<file path="config.mk">
export PLATFORM = sky130hd
export DESIGN_NAME = mult_res_accumulator
export DESIGN_NICKNAME = d
export VERILOG_FILES = /design/src/rtl/mult_res_accumulator_pkg.sv /design/src/rtl/mult_res_accumulator.sv
export SDC_FILE = /design/constraint.sdc
export NUM_CORES = 1
export LEC_CHECK = 0
export ABC_AREA = 1
export BUFFER_PORTS_ARGS = -buffer_cell sky130_fd_sc_hd__buf_2
export CAP_MARGIN = 20
export CELL_PAD_IN_SITES_DETAIL_PLACEMENT = 1
export CELL_PAD_IN_SITES_GLOBAL_PLACEMENT = 1
export CORE_MARGIN = 10
export CORE_UTILIZATION = 40
export CTS_CLUSTER_DIAMETER = 200
export DETAILED_ROUTE_END_ITERATION = 10
export PLACE_DENSITY_LB_ADDON = 0.1
export SYNTH_ARGS = -nofsm -noshare
export SYNTH_HDL_FRONTEND = slang
export SYNTH_SLANG_ARGS = --single-unit
</file>
<file path="constraint.sdc">
create_clock -name clk -period 3.9 [get_ports clk]
set_clock_uncertainty 0.2 [all_clocks]
set_input_delay 0.78 -clock clk [delete_from_list [all_inputs] [get_ports clk]]
set_output_delay 0.78 -clock clk [all_outputs]
set_load 0.05 [all_outputs]
</file>
<file path="src/rtl/mult_res_accumulator_pkg.sv">
// Shared constants for the multiplier result accumulator: default widths,
// signedness encoding and a constant-foldable ceiling log2.
package mult_res_accumulator_pkg;

  localparam int DEF_DATA_WIDTH = 16;
  localparam int DEF_ACC_WIDTH  = 24;
  localparam int DEF_BLOCK_LEN  = 4;

  localparam int SIGNED_OFF = 0;
  localparam int SIGNED_ON  = 1;

  function automatic int clog2(input int value);
    int r;
    r = 0;
    for (int i = 0; i < 31; i++) begin
      if ((64'd1 << i) < 64'(value)) begin
        r = i + 1;
      end
    end
    return r;
  endfunction

endpackage

</file>
<file path="src/rtl/mult_res_accumulator.sv">
// Sums BLOCK_LEN consecutive multiplier results and presents each block sum,
// sample count and sticky overflow flag through a single holding register.
module mult_res_accumulator
  import mult_res_accumulator_pkg::*;
#(
  parameter int DATA_WIDTH = DEF_DATA_WIDTH,
  parameter int ACC_WIDTH  = DEF_ACC_WIDTH,
  parameter int BLOCK_LEN  = DEF_BLOCK_LEN,
  parameter int SIGNED     = SIGNED_OFF,
  localparam int CNT_W     = clog2(BLOCK_LEN + 1)
) (
  input  logic                  clk,
  input  logic                  rst,
  input  logic [DATA_WIDTH-1:0] in_data,
  input  logic                  in_valid,
  output logic                  in_ready,
  input  logic                  flush,
  output logic [ACC_WIDTH-1:0]  out_data,
  output logic [CNT_W-1:0]      out_count,
  output logic                  out_ovf,
  output logic                  out_valid,
  input  logic                  out_ready
);

  logic [ACC_WIDTH-1:0] acc_q, acc_d;
  logic [CNT_W-1:0]     count_q, count_d;
  logic                 ovf_acc_q, ovf_acc_d;
  logic [ACC_WIDTH-1:0] out_data_q, out_data_d;
  logic [CNT_W-1:0]     out_count_q, out_count_d;
  logic                 out_ovf_q, out_ovf_d;
  logic                 out_valid_q, out_valid_d;

  logic                 last_s, accept_s, fl_s, drain_s, close_s, ovf_step_s;
  logic [ACC_WIDTH-1:0] ext_s, sum_s;
  logic [ACC_WIDTH:0]   sum_full_s;
  logic [CNT_W-1:0]     count_inc_s;

  assign last_s   = (count_q == CNT_W'(BLOCK_LEN - 1));
  // Stall only when the closing sample (or a flush) would need the busy holding register.
  assign in_ready = ~(out_valid_q & ~out_ready & (last_s | flush));
  assign accept_s = in_valid & in_ready;
  assign fl_s     = flush & in_ready;
  assign drain_s  = out_valid_q & out_ready;
  assign close_s  = (accept_s & last_s) | (fl_s & ((count_q != '0) | accept_s));
  assign count_inc_s = count_q + CNT_W'(accept_s);

  // Extend the sample, add it and derive the per-step overflow.
  always_comb begin
    ext_s = '0;
    if (SIGNED == SIGNED_ON) begin
      ext_s = ACC_WIDTH'($signed(in_data));
    end else begin
      ext_s = ACC_WIDTH'(in_data);
    end
    sum_full_s = {1'b0, acc_q} + {1'b0, ext_s};
    if (accept_s) begin
      sum_s = sum_full_s[ACC_WIDTH-1:0];
      if (SIGNED == SIGNED_ON) begin
        ovf_step_s = (acc_q[ACC_WIDTH-1] == ext_s[ACC_WIDTH-1]) &&
                     (sum_full_s[ACC_WIDTH-1] != acc_q[ACC_WIDTH-1]);
      end else begin
        ovf_step_s = sum_full_s[ACC_WIDTH];
      end
    end else begin
      sum_s      = acc_q;
      ovf_step_s = 1'b0;
    end
  end

  // Next-state for the running block and the output holding register.
  always_comb begin
    acc_d       = acc_q;
    count_d     = count_q;
    ovf_acc_d   = ovf_acc_q;
    out_data_d  = out_data_q;
    out_count_d = out_count_q;
    out_ovf_d   = out_ovf_q;
    out_valid_d = out_valid_q;
    if (close_s) begin
      out_data_d  = sum_s;
      out_count_d = count_inc_s;
      out_ovf_d   = ovf_acc_q | ovf_step_s;
      out_valid_d = 1'b1;
      acc_d       = '0;
      count_d     = '0;
      ovf_acc_d   = 1'b0;
    end else begin
      if (accept_s) begin
        acc_d     = sum_s;
        count_d   = count_inc_s;
        ovf_acc_d = ovf_acc_q | ovf_step_s;
      end else begin
        acc_d = acc_q;
      end
      if (drain_s) begin
        out_valid_d = 1'b0;
      end else begin
        out_valid_d = out_valid_q;
      end
    end
  end

  // State registers with synchronous reset.
  always_ff @(posedge clk) begin
    if (rst) begin
      acc_q       <= '0;
      count_q     <= '0;
      ovf_acc_q   <= 1'b0;
      out_data_q  <= '0;
      out_count_q <= '0;
      out_ovf_q   <= 1'b0;
      out_valid_q <= 1'b0;
    end else begin
      acc_q       <= acc_d;
      count_q     <= count_d;
      ovf_acc_q   <= ovf_acc_d;
      out_data_q  <= out_data_d;
      out_count_q <= out_count_d;
      out_ovf_q   <= out_ovf_d;
      out_valid_q <= out_valid_d;
    end
  end

  assign out_data  = out_data_q;
  assign out_count = out_count_q;
  assign out_ovf   = out_ovf_q;
  assign out_valid = out_valid_q;

endmodule
</file>
* Word-level counts from Yosys, hierarchy flattened
Cells that the tools add are included.
** Word-level totals
- Flip-flop bits (word level) :: 57
- Input port bits :: 21
- Output and inout port bits :: 30
- Logic and storage cells :: 30
** Cells by class
- Add/subtract/negate cells :: 2
- Eq/ne operators :: 1
- Muxes and demuxes :: 4
- Bitwise operators :: 13
- Reductions and logical operators :: 3
** Operators with widths (count)
- adder 24 x 16 -> 25 bit :: 1
- two-way mux 24 bit :: 1
- AND 1 bit :: 7
- bitwise OR 1 bit :: 4
- adder 3 x 1 -> 3 bit :: 1
- equality test 3 x 2 -> 1 bit (second input constant) :: 1
- two-way mux 1 bit :: 3
- nonzero test 3 bit :: 1
- NOT 1 bit :: 2
- nonzero test 2 bit :: 1
- OR reduction 2 bit :: 1

* Depth between registers and ports, before layout
- Depth after elaboration :: 9
- Gate-level depth with buffers :: 15
- Depth with buffers taken out :: 15

* Least setup slack after synthesis
Ideal clock, no wire load.
- Path kind :: input to register
- Start point :: input out_ready
- End point :: register count_q[2]
- Setup time :: 0.070 ns
- Arrival time :: 2.368 ns
- Data required time :: 3.630 ns
- Path slack :: 1.262 ns
- Cell stages on the path :: 11
- Path buffers :: 2
- Cell sequence :: nor2_1 -> nand2_2 -> nand2_2 -> inv_1 -> buf_4 -> buf_2 -> ha_1 -> ha_1 -> xor2_1 -> nand2_1 -> a21oi_1
** On the way
- Word-level cells in the longest chain between the ends :: 9
- Elaborated cells on any way between the ends :: 12
- Classes of those cells :: add/sub: 1; bitwise: 10; reduce/logical: 1
** RTL lines
- start, declared :: RTL line mult_res_accumulator.sv:22 : input logic out_ready
- NOT 1 bit * :: RTL line mult_res_accumulator.sv:40 : assign in_ready = ~(out_valid_q & ~out_ready & (last_s | flush));
- AND 1 bit * (2 in series) :: RTL line mult_res_accumulator.sv:40
- NOT 1 bit * :: RTL line mult_res_accumulator.sv:40
- named net in_ready :: RTL line mult_res_accumulator.sv:16 : output logic in_ready,
- AND 1 bit :: RTL line mult_res_accumulator.sv:41 : assign accept_s = in_valid & in_ready;
- bitwise OR 1 bit :: RTL line mult_res_accumulator.sv:44 : assign close_s = (accept_s & last_s) | (fl_s & ((count_q != '0) | accept_s));
- AND 1 bit :: RTL line mult_res_accumulator.sv:44
- bitwise OR 1 bit :: RTL line mult_res_accumulator.sv:44
- OR reduction 2 bit (no source line)
- end signal, assigned :: RTL line mult_res_accumulator.sv:115 : count_q <= count_d;
- end, declared :: RTL line mult_res_accumulator.sv:26 : logic [CNT_W-1:0] count_q, count_d;
Mark *: on every way through the listed nets, which the timed path passes. The rest lies on a longest branch.
A chain may end at the register's enable or synchronous reset.

* Worst setup path in the final report
- Start point :: input out_ready
- End point :: register count_q[2]
** On the way
- Word-level cells in the longest chain between the ends :: 9
- Elaborated cells on any way between the ends :: 12
- Classes of those cells :: add/sub: 1; bitwise: 10; reduce/logical: 1
** RTL lines (RTL line)
- NOT 1 bit * :: mult_res_accumulator.sv:40
- AND 1 bit * (2 in series) :: mult_res_accumulator.sv:40
- NOT 1 bit * :: mult_res_accumulator.sv:40
- AND 1 bit :: mult_res_accumulator.sv:41
- bitwise OR 1 bit :: mult_res_accumulator.sv:44
- AND 1 bit :: mult_res_accumulator.sv:44
- bitwise OR 1 bit :: mult_res_accumulator.sv:44
- OR reduction 2 bit (no source line)
Mark *: on every way between the ends. The rest lies on a longest branch, timed or not.

==> qor.yml <==
status: "finished clean"
holdCritPathClass: "reg -> reg"
drv_slew: 0
tightest_slew_ns: 0.534
grt_overflow: 0
portBuffers: 50
postCtsSetupRepairBufs: 0
hold_violations: 0
r2r-end: "count_q[2]"
ys.flop_type: "dfxtp_1"
synth-seq-cells: 57
hold_ws_ns: 0.249
cp-start-kind: "input pin"
drive_above_1_share: 0.136
path_max_fanout: 22
io_pins: 51
seq_area_frac_synth: 0.340
pre_cts_slack_ns: 0.929
arrival_ns: 2.71
syn_area_per_cell_um2: 6.41
max_freq_ghz: 0.378
initial_core_util: 0.411
row_count: 33
rsz0062_at_grt: "no"
layout.cell_area.non_filler_um2: 3860
async_flop_share: 0
maxCapViolCount: 0
cts_made_buffers: 9
worstHoldEndpoint: "out_data[11]"
die_x_um: 112
hold_depth: 2
antenna_found_initial: 0
nFillCells: 1146
synthCells: 524
cts_root_buffer: "clkbuf_8"
clock-sinks: 57
crit_type: "in -> reg"
clock_latency_ns: 0.34
tritoncts: "built"
ctsHoldBuffers: 0
dieArea_um2: 12500
route.detailed.wl_per_inst_um: 14.8
syn2layout_area_growth_pct: 15.0
finalNetCount: 616
slew_headroom: 0.644
clockBufferDepth: 2
ir_drop_uv: 212
end_kind: "flop"
grt_pass1_wl_um: 17000
grt_pass1_vias: 3517
min_period_ns: 2.64
drtPass1Iterations: 4
ys_types: 29
ant_nets: 0
tns_ns: 0
cts.repair.resized: 0
core_area_um2: 8180
required_ns: 3.97
synth_edf_count: 0
path_clk_slew_ns: 0.07
final_util: 0.472
diodes: 0
setup_violations: 0
synth_fp_nets: 564
vias: 3429
dpl.cell_count: 670
worstRegToRegCells: 10
drc: 0
r2r_slack_ns: 1.39
place_area_um2: 3660
dp_hpwl_um: 8040
mappedNetlistArea_um2: 3360
ys_warn_count: 0
vias_per_cell: 5.00
instances_no_fill: 686
min_period_over_period: 0.678
htree_levels: 3
track_usage: 0.163
mostFrequentLayoutCell: "nand2_1"
grt_max_degree: 28
drtIter0Drc: 74
gp_congestion: 0.862
power.density_nw_per_um2: 397
final_cell_mix: "nand2_1 (218), inv_1 (65), dfxtp_1 (57)"
rr_startpoint: "count_q[2]"
hp-start: "out_data[11]"
die_h_um: 112
leakage_nw: 2.08
routed_wirelength_um: 10100
design_power_total_mw: 1.53
worst_slack_ns: 1.26
==> sequential cells by signal, indices dropped and copies added, names as in the netlist <==
| name | count |
|---|---|
| out_valid | 1 |
| acc_q | 24 |
| count_q | 3 |
| out_ovf | 1 |
| out_count | 3 |
| ovf_acc_q | 1 |
| out_data | 24 |
==> how the worst max path moves through the flow <==
stage          startpoint          to  slack [ns]  cells past startpoint
2_1_floorplan   out_ready  count_q[2]        1.26                     11
3_3_place_gp    out_ready  count_q[2]        1.03                     10
3_5_place_dp    out_ready  count_q[2]        0.93                     10
4_1_cts        in_data[0]   ovf_acc_q        1.28                     14
5_1_grt        in_data[0]   ovf_acc_q        1.09                     14
6_report        out_ready  count_q[2]        1.26                     10
==> Yosys cell counts, types with 3 or more instances <==
cell	n	area (µm²)
dfxtp_1	57	1140
or2_2	3	18.8
xor2_1	4	35.0
mux2i_1	3	30.0
a21oi_1	28	140
o21ai_0	17	85.1
nand4_1	4	25.0
nor2_1	36	135
nor3_1	8	40.0
ha_1	18	225
buf_4	5	37.5
nand2_1	218	818
inv_1	65	244
nand3_1	32	160
nand3b_1	6	45.0
buf_2	3	15.0
==> worst max-delay path, stage by stage <==
cell and delay, ns:
buf_2 0.09, nor2_1 0.19, nand2_2 0.10, nand2_2 0.41
inv_1 0.29, ha_1 0.26, ha_1 0.18, xor2_1 0.19
nand2_1 0.08, a21oi_1 0.14
==> logic make-up after synthesis <==
family | synth area share
buffers and inverters | 0.103
XOR/XNOR | 0.0104
multiplexers | 0.00895
flip-flops | 0.340
AO/OA/AOI/OAI | 0.0712
AND/OR/NAND/NOR | 0.393
adder cells (fa/ha/maj) | 0.0731
==> final cells by class <==
cell class	instances	area [µm²]	area share
Sequential cell	57	1140	0.296
Clock inverter	5	55.1	0.0143
Multi-Input combinational cell	389	1870	0.484
Clock buffer	11	141	0.0366
Tap cell	105	131	0.0340
Inverter	67	256	0.0665
Timing Repair Buffer	52	265	0.0687
==> power by group <==
group / leakage, nW / internal, mW / switching (mW)
logic: 1.52 / 0.105 / 0.248
clock network: 0.0953 / 0.310 / 0.242
registers: 0.463 / 0.612 / 0.0174
==> layer usage <==
layer | up-vias | track usage | part of all wire
met1 | 1613 | 0.202 | 0.48
li1 | 1740 | - | -
met5 | - | 0 | 0
met2 | 63 | 0.275 | 0.47
met4 | 0 | 0.0480 | 0.014
met3 | 13 | 0.0376 | 0.038
(Power assumes the default switching activity.)
